==> src/rtl/instruction_loader.sv <==
// Byte-serial program loader: assembles little-endian 64-bit words from a
// byte stream into an internal instruction memory and exposes a
// combinational fetch port.
module instruction_loader #(
  parameter int NumInstructions = 15
) (
  input  logic        clk,
  input  logic        reset,
  input  logic        start,
  input  logic        end_load,
  input  logic [7:0]  byte_in,
  input  logic        byte_valid,
  output logic        byte_ready,
  output logic        busy,
  output logic        load_done,
  output logic        partial_err,
  output logic [63:0] word_count,
  input  logic [63:0] instructionAddress,
  output logic [63:0] instruction
);

  localparam int AW = (NumInstructions > 1) ? $clog2(NumInstructions) : 1;

  typedef enum logic [1:0] {
    IDLE = 2'd0,
    LOAD = 2'd1,
    DONE = 2'd2
  } state_t;

  state_t      state, state_n;
  logic [63:0] mem [NumInstructions];
  logic [63:0] asm_word;
  logic [2:0]  idx, idx_n;
  logic [63:0] wc_n;
  logic        perr_n;
  logic        accept;
  logic        we;
  logic [AW-1:0] wr_addr;
  logic [AW-1:0] rd_addr;

  assign wr_addr = word_count[AW-1:0];
  assign rd_addr = instructionAddress[AW-1:0];

  // Status outputs; held low while reset is asserted since reset is synchronous
  always_comb begin
    byte_ready = (state == LOAD) && !reset;
    busy       = (state == LOAD) && !reset;
    load_done  = (state == DONE) && !reset;
  end

  // Next-state, byte acceptance and word-write decisions
  always_comb begin
    state_n = state;
    wc_n    = word_count;
    idx_n   = idx;
    perr_n  = partial_err;
    accept  = 1'b0;
    we      = 1'b0;
    case (state)
      IDLE, DONE: begin
        if (start) begin
          state_n = LOAD;
          wc_n    = '0;
          idx_n   = '0;
          perr_n  = 1'b0;
        end
      end
      LOAD: begin
        if (start) begin
          // restart wins over everything; same-cycle byte is dropped
          state_n = LOAD;
          wc_n    = '0;
          idx_n   = '0;
          perr_n  = 1'b0;
        end else begin
          accept = byte_valid;
          if (accept) begin
            idx_n = idx + 3'd1;
            if (idx == 3'd7) begin
              we   = 1'b1;
              wc_n = word_count + 64'd1;
            end
          end
          // end_load is evaluated after the same-cycle byte is taken
          if (end_load) begin
            state_n = DONE;
            perr_n  = (idx_n != 3'd0);
            idx_n   = '0;
          end else if (we && (wc_n == 64'(NumInstructions))) begin
            state_n = DONE;
            perr_n  = 1'b0;
          end
        end
      end
      default: state_n = IDLE;
    endcase
  end

  // State, counters, assembly register and memory
  always_ff @(posedge clk) begin
    if (reset) begin
      state       <= IDLE;
      word_count  <= '0;
      idx         <= '0;
      partial_err <= 1'b0;
      asm_word    <= '0;
      for (int unsigned i = 0; i < NumInstructions; i++) begin
        mem[i] <= '0;
      end
    end else begin
      state       <= state_n;
      word_count  <= wc_n;
      idx         <= idx_n;
      partial_err <= perr_n;
      if (accept) begin
        asm_word[{idx, 3'b000} +: 8] <= byte_in;
      end
      if (we) begin
        mem[wr_addr] <= {byte_in, asm_word[55:0]};
      end
    end
  end

  // Fetch port: full-width bounds check, zero outside the memory or in reset
  always_comb begin
    instruction = '0;
    if (!reset && (instructionAddress < 64'(NumInstructions))) begin
      instruction = mem[rd_addr];
    end
  end

endmodule

==> config.mk <==
export PLATFORM = sky130hd
export DESIGN_NAME = instruction_loader
export DESIGN_NICKNAME = d
export VERILOG_FILES = /design/src/rtl/instruction_loader.sv
export SDC_FILE = /design/constraint.sdc
export NUM_CORES = 2
export LEC_CHECK = 0
export BUFFER_PORTS_ARGS = -buffer_cell sky130_fd_sc_hd__buf_2
export CAP_MARGIN = 20
export CORE_UTILIZATION = 40
export DETAILED_ROUTE_END_ITERATION = 10
export GPL_TIMING_DRIVEN = 0
export MAX_ROUTING_LAYER = met4
export SYNTH_ARGS = -nofsm -noshare
export SYNTH_HDL_FRONTEND = slang
export SYNTH_SLANG_ARGS = --single-unit
==> constraint.sdc <==
create_clock -name clk -period 14.4 [get_ports clk]
set_clock_uncertainty 0.05 [all_clocks]
set_input_delay 0.72 -clock clk [delete_from_list [all_inputs] [get_ports clk]]
set_output_delay 0.72 -clock clk [all_outputs]
set_load 0.005 [all_outputs]
==> out/metrics.yaml <==
clock_tree:
  clock_sinks: 1150
  clk_pin_slew_ns: 0.06
  postCtsSetupRepairBufs: 0
  postCtsHoldBufs: 0
  numCtsBuffers: 117
  cts_buffer_depth: 3
  clkLatencyLatePin_ns: 0.76
  ctsHtreeMaxLevel: 3
  cts-resized-gates: 0
  cts-root-buf: "clkbuf_16"
  cts_tree: "done"
critical_path:
  cp_slowest_cell: "clkbuf_1"
  crit_chain: "clkbuf_1 -> clkbuf_1 -> buf_8 -> clkbuf_1 -> buf_1 -> mux2i_1 -> o221ai_1 -> o22ai_1 -> a211oi_1 -> buf_2"
  worstSetupEndpointType: "output pin"
  cp_common_cell: "clkbuf_1"
  critPathMaxFanout: 10
  critPathRequiredTime_ns: 13.63
  cpPeakStageDelay_ns: 0.85
  path_class: "input pin to output pin"
  path_buf_inv: 6
  crit_family: "buffers and inverters"
  cp.arrival_ns: 5.23
  cp-start-kind: "input pin"
yosys:
  synth.distinct_cells: 62
  netlist_top_cells_area: "edfxtp_1 (58%), and2_1 (11%), mux4_2 (5.5%), dfxtp_1 (4.7%), mux2i_1 (3.9%)"
  syn_area_per_cell_um2: 13.0
  synth.top_cell.area_share_pct: 57.6
  syn_inst: 4117
  yosys_most_used_dff: "edfxtp_1"
  yosys_warnings: 0
  yosys.area.top_type: "edfxtp_1"
  synthArstFlopShare_pct: 0
  ys_ff_latch: 1150
  synth_area_mm2: 0.0534
  synth-seq-area-share_pct: 62.3
  synth_edf_count: 1024
  mappedNetlistNets: 4205
timing:
  max_freq_mhz: 167
  finalCriticalPeriod_ns: 6.00
  finalHoldViolCount: 0
  drv_slew: 0
  finalSetupViolations: 0
  worst_pin_slew_ns: 1.22
  period_share_pct: 41.7
  max_slew_margin_pct: 18.9
  rsz0062_at_grt: "no"
  fin_setup_tns_ns: 0
routing:
  dr.pass1.iters: 5
  wl_per_cell_um: 27.6
  drt_iter0_drc: 3843
  drtAntennaViolNets: 0
  num_vias: 35800
  drc: 0
  wl_um: 175000
  via_per_inst: 5.63
power_and_ir_drop:
  power_frac_seq_pct: 51.6
  net-switching-power_mw: 1.69
  vdd_ir_drop_max_mv: 0.110
  comb_power_share_pct: 6.4
  pwr-share-clk_pct: 42.1
  switching_share_pct: 23.0
  p_per_area_mw_per_mm2: 120
  finalPower_mw: 7.35
  power.leakage_nw: 21.5
  intPower_mw: 5.65
cells_and_area:
  fill_cells: 11700
  drive_gt1_share_pct: 14.8
  fin_cells: 6350
  fin_util_pct: 46.5
  nets: 4578
  area_growth_pct: 15.0
grt:
  globalRouteOverflowTotal: 0
  grt_max_degree: 40
  grt_pass1_vias: 35000
  antenna_found_initial: 10
  track_usage_pct: 26.4
  grt_pass1_wl_um: 249000
die:
  core_area_mm2: 0.132
  die_y_um: 367
  row_count: 133
  initial_core_util_pct: 40.5
  die_w_um: 367
  ios: 209
  dieArea_mm2: 0.135
place:
  placed_cells: 6118
  gp_congestion: 0.971
  port_buffers: 206
  dp_hpwl_um: 121000
min_path:
  hp-class: "input pin to register"
run_status:
  outcome: "finished clean"
job:
  maxCapViolCount: 0
## logic make-up (layout without fill, tap and decap cells)
logic type                 after synthesis  after routing  share of synthesized area (%)
and+or+nand+nor                       1619           1619                           17.2
AOI/OAI and AO/OA                      513            513                           6.07
muxes                                  405            405                           10.8
xor gates and xnor gates                35             35                          0.574
DFF                                   1150           1150                           62.3
other                                    0              5                              0
adders and majority gates               11             11                          0.258
buffers and inverters                  384            857                           2.73
## per-layer routing
| metal | vias to the layer above | routed length, um | GRT usage [%] |
|---|---|---|---|
| met5 | - | 0 | - |
| met4 | 0 | 6360 | 9.55 |
| met3 | 281 | 14000 | 4.61 |
| met2 | 1440 | 81800 | 41.0 |
| met1 | 18200 | 72800 | 34.7 |
| li1 | 15900 | - | - |
## cell usage in the layout (no fill, tap or decap), types with 47 or more instances in the layout
cell type and count:
edfxtp_1 1024, and2_1 968, clkbuf_1 345, buf_2 217
mux2i_1 208, nor2_1 201, nand2_1 167, a21oi_1 154
mux4_2 131, dfxtp_1 126, clkbuf_16 119, o21ai_0 109
a211oi_1 68, mux2_2 66, o221ai_1 63, o22ai_1 63
nand3_1 54, nor3_1 50, nor4_1 47
## final timing paths
path                               start                          end  slack (ns)  cells past startpoint
max                instructionAddress[0]               instruction[1]        8.40                     10
min                           byte_in[5]        mem[15][61]$_DFFE_PP_        0.16                      1
max reg2reg          idx[0]$_SDFFE_PP0P_        state[1]$_SDFFE_PP0P_        9.50                     11
min reg2reg  word_count[38]$_SDFFE_PP0P_  word_count[38]$_SDFFE_PP0P_        0.50                      2
## stage by stage
step	instance area [um^2]	hold slack (ns)	setup slack (ns)
floorplan	53400	0.431	9.64
global placement	56600	0.481	6.42
detailed placement	57500	0.481	8.54
CTS	61300	0.125	8.51
global route	61400	0.143	8.31
finish	61400	0.160	8.40
## power by group through the flow
| stage | logic, mW | clock network [mW] | registers [mW] |
|---|---|---|---|
| after floorplan | 0.267 | 0 | 3.85 |
| after global placement | 0.438 | 0 | 3.86 |
| after detailed placement | 0.461 | 0 | 3.86 |
| after CTS | 0.462 | 3.11 | 3.79 |
| after global routing | 0.491 | 3.23 | 3.80 |
| final | 0.467 | 3.09 | 3.79 |
## cell type report
type                       instances  area [um^2]  area share, %
antenna                            5         12.5         0.0204
buffer                           373         1430           2.32
clock buffer                     147         3120           5.09
clock inverter                    72          721           1.17
inverter                          11         41.3         0.0672
multi-input combinational       2583        18700           30.5
sequential                      1150        33300           54.2
tap                             1755         2200           3.58
timing repair buffer             254         1920           3.12
## registers in the layout, summed over array words and instances (netlist names)
| name | cells |
|---|---|
| word_count | 64 |
| mem | 1024 |
| state | 2 |
| asm_word | 56 |
| idx | 3 |
| partial_err | 1 |
## synthesized netlist by cell type (all sizes together), types with 63 or more instances
cell type	count
a211oi	69
a21oi	154
and2	968
clkbuf	330
dfxtp	126
edfxtp	1024
mux2	66
mux2i	208
mux4	131
nand2	167
nor2	202
o21ai	110
o221ai	63
o22ai	63
Power figures use the tool's default switching activity.
